<file path="src/rtl/io_map_pkg.sv">
// io_map_pkg: register addresses, STATUS bit positions and debounce default shared by the IO responder.
package io_map_pkg;
    localparam int DEBOUNCE_DEFAULT = 50000;
    localparam logic [14:0] ADDR_SW     = 15'h6000;
    localparam logic [14:0] ADDR_LED    = 15'h6001;
    localparam logic [14:0] ADDR_STATUS = 15'h6002;
    localparam logic [14:0] ADDR_WCOUNT = 15'h6003;
    localparam logic [12:0] IO_PAGE     = 13'h1800;
    localparam int BTN_PEND_BIT = 0;
    localparam int SW_CHG_BIT   = 1;
endpackage

</file>
<file path="src/rtl/io_responder_debounce.sv">
// debounce: two-flop synchronizer followed by a stable-count debouncer, any width.
module debounce #(
    parameter int WIDTH  = 1,
    parameter int CYCLES = 50000
) (
    input  logic             clk,
    input  logic             reset,
    input  logic [WIDTH-1:0] raw,
    output logic [WIDTH-1:0] value,
    output logic [WIDTH-1:0] rise,
    output logic             change
);
    logic [WIDTH-1:0] meta, sync, cand;
    logic [15:0] cnt;
    logic settled;
    assign settled = (sync == cand) && (cnt == 16'(CYCLES - 1));
    // change pulses in the cycle whose edge copies the candidate into value
    assign change = settled && (cand != value);
    assign rise = change ? (cand & ~value) : '0;
    always_ff @(posedge clk or negedge reset) begin
        if (!reset) begin
            meta  <= '0;
            sync  <= '0;
            cand  <= '0;
            cnt   <= '0;
            value <= '0;
        end else begin
            meta <= raw;
            sync <= meta;
            if (sync != cand) begin
                cand <= sync;
                cnt  <= '0;
            end else if (!settled) begin
                cnt <= cnt + 16'd1;
            end
            if (change) value <= cand;
        end
    end
endmodule

</file>
<file path="src/rtl/io_responder.sv">
// io_responder: memory-mapped switches, button, LED and write-count registers at 0x6000..0x6003.
module io_responder
    import io_map_pkg::*;
#(
    parameter int DEBOUNCE_CYCLES = DEBOUNCE_DEFAULT
) (
    input  logic        clk,
    input  logic        reset,
    input  logic [14:0] addressM,
    input  logic [15:0] outM,
    input  logic        writeM,
    input  logic [15:0] switches,
    input  logic        button,
    output logic        io_sel,
    output logic [15:0] io_rdata,
    output logic [15:0] led_output
);
    logic [15:0] sw_db, sw_rise, wcount;
    logic [0:0]  btn_db, btn_rise;
    logic        sw_change, btn_change, btn_pend, sw_chg, wr_led, wr_stat;

    debounce #(.WIDTH(16), .CYCLES(DEBOUNCE_CYCLES)) u_sw (
        .clk(clk), .reset(reset), .raw(switches),
        .value(sw_db), .rise(sw_rise), .change(sw_change)
    );
    debounce #(.WIDTH(1), .CYCLES(DEBOUNCE_CYCLES)) u_btn (
        .clk(clk), .reset(reset), .raw(button),
        .value(btn_db), .rise(btn_rise), .change(btn_change)
    );

    assign io_sel  = addressM[14:2] == IO_PAGE;
    assign wr_led  = writeM && addressM == ADDR_LED;
    assign wr_stat = writeM && addressM == ADDR_STATUS;

    always_comb begin
        io_rdata = !io_sel                 ? 16'h0000 :
                   addressM == ADDR_SW     ? sw_db :
                   addressM == ADDR_LED    ? led_output :
                   addressM == ADDR_STATUS ? {14'd0, sw_chg, btn_pend} :
                                             wcount;
    end

    // set terms are OR-ed after the clear so a same-cycle event wins
    always_ff @(posedge clk or negedge reset) begin
        if (!reset) begin
            led_output <= '0;
            wcount     <= '0;
            btn_pend   <= 1'b0;
            sw_chg     <= 1'b0;
        end else begin
            if (wr_led) begin
                led_output <= outM;
                wcount     <= wcount + 16'd1;
            end
            btn_pend <= btn_rise[0] | (btn_pend & ~(wr_stat & outM[BTN_PEND_BIT]));
            sw_chg   <= sw_change | (sw_chg & ~(wr_stat & outM[SW_CHG_BIT]));
        end
    end
endmodule

</file>
<file path="config.mk">
export PLATFORM = sky130hd
export DESIGN_NAME = io_responder
export DESIGN_NICKNAME = d
export VERILOG_FILES = /design/src/rtl/io_map_pkg.sv /design/src/rtl/io_responder_debounce.sv /design/src/rtl/io_responder.sv
export SDC_FILE = /design/constraint.sdc
export NUM_CORES = 1
export LEC_CHECK = 0
export CORE_ASPECT_RATIO = 1.1
export CORE_UTILIZATION = 59
export DETAILED_ROUTE_END_ITERATION = 6
export GPL_TIMING_DRIVEN = 0
export PLACE_DENSITY = 0.85
export SETUP_SLACK_MARGIN = 0.5
export SYNTH_ARGS = -nofsm -noshare
export SYNTH_HDL_FRONTEND = slang
export SYNTH_HIERARCHICAL = 1
export SYNTH_SLANG_ARGS = --single-unit
</file>
<file path="constraint.sdc">
create_clock -name clk -period 6.2 [get_ports clk]
set_input_delay 1.24 -clock clk [delete_from_list [all_inputs] [get_ports clk]]
set_output_delay 1.24 -clock clk [all_outputs]
set_load 0.01 [all_outputs]
</file>
== Word level (Yosys, flattened, before mapping) ==
Cells that the tools add are included.
W data, S select, Z words.

* Add/subtract/negate cells: 3
* Multiply operators: 0
* Divide/modulo/power cells: 0
* $lt $le $gt $ge: 0
* Eq/ne operators: 14
* Shift operators: 0
* Mux-type cells: 9
* Bitwise logic cells: 10
* Reductions and logical operators: 6

{| class="wikitable"
|+ Operator list
! cell !! count
|-
| $mux W16 || 8
|-
| $add A16 B1 Y16 const B || 3
|-
| $eq A15 B15 Y1 const B || 3
|-
| $eq A16 B16 Y1 const B || 2
|-
| $ne A16 B16 Y1 || 2
|-
| $eq A16 B16 Y1 || 1
|-
| $eq A13 B13 Y1 const B || 1
|-
| $logic_and A1 B1 Y1 || 6
|-
| $and A1 B1 Y1 || 5
|-
| $ne A2 B2 Y1 const B || 2
|-
| $not A1 Y1 || 3
|-
| $ne A1 B1 Y1 || 2
|-
| $or A1 B1 Y1 || 2
|-
| $eq A1 B1 Y1 || 1
|-
| $mux W1 || 1
|}

* Flip-flop bits (word level): 134
* Latch bits: 0
* Bits in writable memories: 0
* Memory bits (read-only): 0
* Input port bits: 51
* Memories: 0

== Depth between registers and ports, before layout ==
Gate-level depths: netlist of the first run.

* Depth after elaboration: 6
* Depth in mapped cells: 7

== Modules after synthesis ==
Netlist of the first run, hierarchy kept.

{| class="wikitable"
|+ Modules (own cells, without submodules)
! module !! times used !! cells an instance !! area an instance (um2) !! seq. area each (um2)
|-
| debounce (u_sw) || 1 || 252 || 3233.1 || 2001.9
|-
| io_responder || 1 || 182 || 1951.9 || 850.8
|-
| debounce (u_btn) || 1 || 101 || 1062.3 || 500.5
|}

== Least setup slack after synthesis of the first run ==
No wires, ideal clock.

* Path type: input-to-output
* From: input port addressM[9]
* To: output port io_rdata[10]
* Arrival time: 2.358 ns
* Data required time: 4.960 ns
* Path slack: 2.602 ns
* Stages: 5
* Path through: nor3_1 > nand4_4 > buf_6 > clkbuf_1 > nor2_1

* Longest elaborated chain between the ends: 5
* Elaborated cells on any way between the ends: 8
* Classes of those cells: 4 x eq/ne; 4 x mux

{| class="wikitable"
|+ RTL lines
! what !! line !! source
|-
| start: declaration || io_responder.sv:9 || <nowiki>input logic [14:0] addressM,</nowiki>
|-
| $eq A15 B15 Y1 || io_responder.sv:39 || <nowiki>addressM == ADDR_STATUS ? {14'd0, sw_chg, btn_pend} :</nowiki>
|-
| $mux W16 || io_responder.sv:39 ||
|-
| $mux W16 || io_responder.sv:38 || <nowiki>addressM == ADDR_LED ? led_output :</nowiki>
|-
| $mux W16 || io_responder.sv:37 || <nowiki>addressM == ADDR_SW ? sw_db :</nowiki>
|-
| $mux W16 (*) || io_responder.sv:36 || <nowiki>io_rdata = !io_sel ? 16'h0000 :</nowiki>
|-
| end: declaration || io_responder.sv:15 || <nowiki>output logic [15:0] io_rdata,</nowiki>
|}

Mark *: on every way between the ends. The rest lies on a longest branch, timed or not.

== Worst setup path after layout of the first run ==
* From: input port addressM[1]
* To: output port io_rdata[2]

* Longest elaborated chain between the ends: 5
* Elaborated cells on any way between the ends: 7
* Classes of those cells: 3 x eq/ne; 4 x mux

{| class="wikitable"
|+ RTL lines
! what !! line
|-
| $eq A15 B15 Y1 || io_responder.sv:39
|-
| $mux W16 || io_responder.sv:39
|-
| $mux W16 || io_responder.sv:38
|-
| $mux W16 (*) || io_responder.sv:37
|-
| $mux W16 (*) || io_responder.sv:36
|}

Marks and branches as above.

==> results of run 1 <==
-- path summary, 6_finish.rpt --
| check | to | cells after the start | slack, ns | start |
|---|---|---|---|---|
| worst max-delay path | io_rdata[2] | 7 | 1.40 | addressM[1] |
| worst min-delay path | u_sw/sync[6] | 0 | 0.35 | u_sw/meta[6] |
| worst max register to register | u_sw/value[8] | 6 | 3.77 | u_sw/sync[4] |
| worst min register to register | u_sw/sync[6] | 0 | 0.35 | u_sw/meta[6] |
| max in group asynchronous | u_sw/cnt[13] | 2 | 4.80 | reset |
| min in group asynchronous | wcount[8] | 1 | 0.67 | reset |
-- worst max-delay path, stage by stage --
cell and delay (ns):
clkdlybuf4s50_1 0.47, clkbuf_1 0.32, and2_0 0.31, clkbuf_1 0.38, a21oi_1 0.14, nor2_1 0.13, clkdlybuf4s50_1 0.57
-- power by group --
group / internal, mW / total [mW] / switching [mW]
sequential: 0.895 / 0.910 / 0.0156
combinational: 0.0488 / 0.0958 / 0.0470
clock: 0.499 / 0.895 / 0.396
-- area by class of cell --
type | count | area [um^2] | area share
well taps | 120 | 150 | 0.0195
repair buffers | 84 | 860 | 0.112
inverters | 27 | 101 | 0.0132
clock inverters | 15 | 118 | 0.0153
flip-flops and latches | 134 | 3350 | 0.436
plain buffers | 30 | 144 | 0.0187
clock buffers | 17 | 414 | 0.0539
multi-input cells | 328 | 2550 | 0.331
-- state kept, by name, summed over array words and instances, names as in the netlist, 16 cells and up --
signal and count:
u_sw/meta 16, u_sw/cand 16, u_sw/sync 16, u_sw/cnt 16
led_output 16, wcount 16, u_sw/value 16, u_btn/cnt 16
-- per-stage QoR --
| stage | utilization | power, mW | setup WS (ns) | instances | hold slack, ns |
|---|---|---|---|---|---|
| 6_report | 0.770 | 1.90 | 1.40 | 755 | 0.348 |
| 5_1_grt | 0.770 | 1.98 | 1.31 | 755 | 0.354 |
| 4_1_cts | 0.770 | 1.92 | 1.41 | 755 | 0.350 |
| 3_5_place_dp | 0.717 | 1.02 | 1.43 | 723 | 0.336 |
| 3_3_place_gp | 0.714 | 1.02 | -1.09 | 722 | 0.332 |
| 2_1_floorplan | - | 0.958 | 2.60 | 519 | 0.331 |
-- layer usage --
| layer | global-route usage | wire length, um |
|---|---|---|
| met1 | 0.303 | 5080 |
| met2 | 0.451 | 6460 |
| met3 | 0.0654 | 607 |
| met4 | 0.103 | 310 |
| met5 | 0 | 0 |
-- placed cells by master (no fill, tap or decap), types with 3 or more instances in the layout --
| cell | instances |
|---|---|
| nor4_1 | 9 |
| clkinv_2 | 3 |
| inv_1 | 26 |
| nand4_1 | 17 |
| nand2_1 | 12 |
| xor2_1 | 35 |
| buf_6 | 4 |
| nor4_2 | 4 |
| clkdlybuf4s50_1 | 82 |
| and2_1 | 3 |
| inv_6 | 7 |
| clkbuf_1 | 22 |
| clkinvlp_4 | 4 |
| xnor2_1 | 21 |
| ha_1 | 20 |
| mux2_1 | 26 |
| nor3_2 | 5 |
| buf_2 | 4 |
| dfrtp_1 | 134 |
| clkbuf_16 | 16 |
| nor3_1 | 8 |
| mux2i_1 | 16 |
| nand3_1 | 18 |
| mux2_2 | 10 |
| and3_1 | 7 |
| nor2_1 | 69 |
| a21oi_1 | 16 |
==> reports/metrics.cfg, run 1 <==
[detailed_routing]
dr.pass1.iters=4
vias=4179
wirelength_mm=12.5
via_per_inst=5.54
drtIter0Drc=230
route.detailed.wl_per_inst_um=16.5
final_antenna_net_count=0
post-route-drc-count=0

[sta]
slew_violations=0
report.final.hold_viol_count=0
worst_pin_slew_ns=0.600
relSlewSlack=0.595
setup_viol=0
fin_crit_sh=0.774
tns_ns=0
min_period_ns=4.80
fmax_mhz=208
fin_skew_ns=0.00755
grt_setup_unrepaired=false

[clocking]
clockBufferDepth=2
cts.sinks=134
cts_root_buf=clkbuf_8
cts.repair.resized=0
clk_latency_ns=0.53
hold_buffers=0
clk_pin_slew_ns=0.06
post_cts_buffers=0
htree_levels=4
cts_tree=built
cts_made_buffers=17

[synth]
syn-num-nets=590
synthCells=519
syn-cell-area_mm2=0.00615
yosys_warnings=6
syn-mean-instance-area_um2=11.8

[global_routing]
grt_max_degree=75
grt_pass1_vias=4467
antenna_found_initial=0
grtUsageTotal=0.257
gr-total-overflow=0
grt_pass1_wl_mm=21.2

[final_layout]
layout-drive-gt1-share=0.123
antenna_cells=0
syn2layout_area_growth_pct=25.1
stdcell_area_mm2=0.00769
fill_cells=610
nets=693

[floorplanning]
die-area_mm2=0.0108
start_util=0.616
die_h_um=109
core_mm2=0.00998
row_count=38
die_width_um=99.3
ios=84

[status]
status=finished clean

[critical_path]
critPathMaxFanout=10
cp-start-kind=primary input
worstSetupPathType=in2out
cp.arrival_ns=3.56
endpoint_kind=output port
cp.required_ns=4.96

[pwr]
irDropWorstVdd_mv=0.207
powerDensity_mw_per_mm2=247
leakage_nw=3.43

[placed_design]
place.gp.congestion=0.873
dp_hpwl_mm=8.79
portBuffers=83
dpl_cell_area_mm2=0.00716

[min_path]
holdCritPathClass=reg2reg

[run]
maxCapViolCount=0

Note: power is estimated with default switching activity, not from simulation.
==> run 2: changes to the inputs <==
CORE_UTILIZATION = 55   (was 59)
PLACE_DENSITY = 0.8   (was 0.85)
clock period = 5 ns   (was 6.2 ns; I/O delays follow)
==> reports/metrics.cfg, run 2 (synthesis results as in run 1) <==
[status]
status=finished clean  ; unchanged

[global_routing]
grt.busiest_layer=met2  ; unchanged
use_met3=0.0667  ; was 0.0654
gr-total-overflow=0  ; unchanged
grtUsageMet2=0.392  ; was 0.451
grt_max_degree=74  ; was 75
grt_pass1_wl_mm=20.7  ; was 21.2 mm
antenna_found_initial=0  ; unchanged
grtUsageTotal=0.236  ; was 0.257
grt_use_met1=0.298  ; was 0.303
grt_pass1_vias=4375  ; was 4467

[floorplanning]
die_h_um=113  ; was 109 um
die_width_um=103  ; was 99.3 um
start_util=0.563  ; was 0.616
die-area_mm2=0.0116  ; was 0.0108 mm^2
ios=84  ; unchanged
core_mm2=0.0109  ; was 0.00998 mm^2
row_count=40  ; was 38

[sta]
setup_viol=0  ; unchanged
fmax_mhz=235
fin_skew_ns=0.0169  ; was 0.00755 ns
slew_violations=0  ; unchanged
fin_crit_sh=0.851
worst_pin_slew_ns=0.645  ; was 0.600 ns
relSlewSlack=0.564  ; was 0.595
report.final.hold_viol_count=0  ; unchanged
min_period_ns=4.25
grt_setup_unrepaired=false  ; unchanged

[placed_design]
place.gp.congestion=0.887  ; was 0.873
portBuffers=83  ; unchanged
dp_hpwl_mm=8.63  ; was 8.79 mm

[final_layout]
seqCellArea_mm2=0.00335  ; unchanged
layout_commonest_cell=dfrtp_1  ; unchanged
nets=693  ; unchanged
fin_util=0.712  ; was 0.770
antenna_cells=0  ; unchanged
final_cell_mix=dfrtp_1, clkdlybuf4s50_1, nor2_1  ; unchanged
multi_input_area_mm2=0.00255  ; unchanged
syn2layout_area_growth_pct=26.4  ; was 25.1%
fill_cells=789  ; was 610
layout-drive-gt1-share=0.123  ; unchanged

[clocking]
cts_tree=built  ; unchanged
clk_pin_slew_ns=0.06  ; about the same
cts_made_buffers=17  ; unchanged
clk_latency_ns=0.42  ; was 0.53 ns
clockBufferDepth=2  ; unchanged
hold_buffers=0  ; unchanged
cts.sinks=134  ; unchanged
cts_root_buf=clkbuf_16  ; was clkbuf_8
htree_levels=4  ; unchanged

[detailed_routing]
route.detailed.wl_per_inst_um=15.6  ; was 16.5 um
post-route-drc-count=0  ; unchanged
dr.pass1.iters=4  ; unchanged
via_per_inst=5.25  ; was 5.54
drtIter0Drc=215  ; was 230
final_antenna_net_count=0  ; unchanged
vias=4107  ; was 4179
wirelength_mm=12.2  ; was 12.5 mm

[pwr]
leakage_nw=3.45  ; was 3.43 nW
powerDensity_mw_per_mm2=316  ; was 247 mW/mm^2
irDropWorstVdd_mv=0.179  ; was 0.207 mV
power_mw=2.45  ; was 1.90 mW

[critical_path]
worstSetupPathType=in2out  ; unchanged
rr_worst_depth=6  ; unchanged
endpoint_kind=output port  ; unchanged
startpoint=addressM[6]  ; was addressM[1]
cp.required_ns=4.00  ; was 4.96 ns
cp.arrival_ns=3.25  ; was 3.56 ns
cp-start-kind=primary input  ; unchanged
worstReg2RegStart=u_sw/cnt[0]  ; was u_sw/sync[4]
critPathMaxFanout=10  ; unchanged

[run]
maxCapViolCount=0  ; unchanged

[min_path]
holdCritPathClass=reg2reg  ; unchanged
worstHoldStart=u_sw/meta[13]  ; was u_sw/meta[6]
worstHoldPathCells=0  ; unchanged

run 2: critical path, stage by stage:
cell	delay, ns
clkdlybuf4s50_1	0.45
nor4_4	0.33
nand4_4	0.28
buf_6	0.25
clkbuf_1	0.22
nor2_1	0.16
clkdlybuf4s50_1	0.56
run 2: final timing paths:
| check | slack [ns] | end |
|---|---|---|
| worst max-delay path | 0.75 | io_rdata[7] |
| worst min-delay path | 0.35 | u_sw/sync[13] |
| worst max register to register | 2.56 | u_sw/value[8] |
| worst min register to register | 0.35 | u_sw/sync[13] |
| max in group asynchronous | 3.70 | u_sw/cand[7] |
| min in group asynchronous | 0.57 | led_output[9] |
run 2: cell type report:
type	count	area share
multi-input cells	328	0.328
repair buffers	84	0.111
well taps	147	0.0237
inverters	27	0.0130
plain buffers	30	0.0187
flip-flops and latches	134	0.431
clock inverters	14	0.0193
clock buffers	18	0.0552
run 2: metrics by stage:
step	std cells	hold WS, ns	setup slack (ns)	instance area [um^2]	TNS, ns
6_report	782	0.347	0.745	7770	0
5_1_grt	782	0.353	0.614	7770	0
4_1_cts	782	0.347	0.665	7770	0
3_5_place_dp	750	0.335	0.709	7190	0
3_3_place_gp	749	0.332	-2.07	7160	-276.54
2_1_floorplan	519	0.331	1.88	6150	0
run 2: power breakdown:
group / switching [mW] / leakage, nW / internal [mW]
logic: 0.0569 / 1.43 / 0.0605
clock network: 0.469 / 0.277 / 0.736
registers: 0.0195 / 1.74 / 1.11
run 2: what timing repair did:
| action | CTS | global route |
|---|---|---|
| gates resized for setup | 0 | 2 |
| setup endpoints to repair | 0 | 3 |
| buffers inserted | 0 | 0 |
run 2: routing by layer:
| layer | vias to the layer above | wire length [um] | share of wire |
|---|---|---|---|
| li1 | 1962 | - | - |
| met1 | 2010 | 5200 | 0.43 |
| met2 | 123 | 6130 | 0.50 |
| met3 | 12 | 729 | 0.060 |
| met4 | 0 | 130 | 0.011 |
| met5 | - | 0 | 0 |
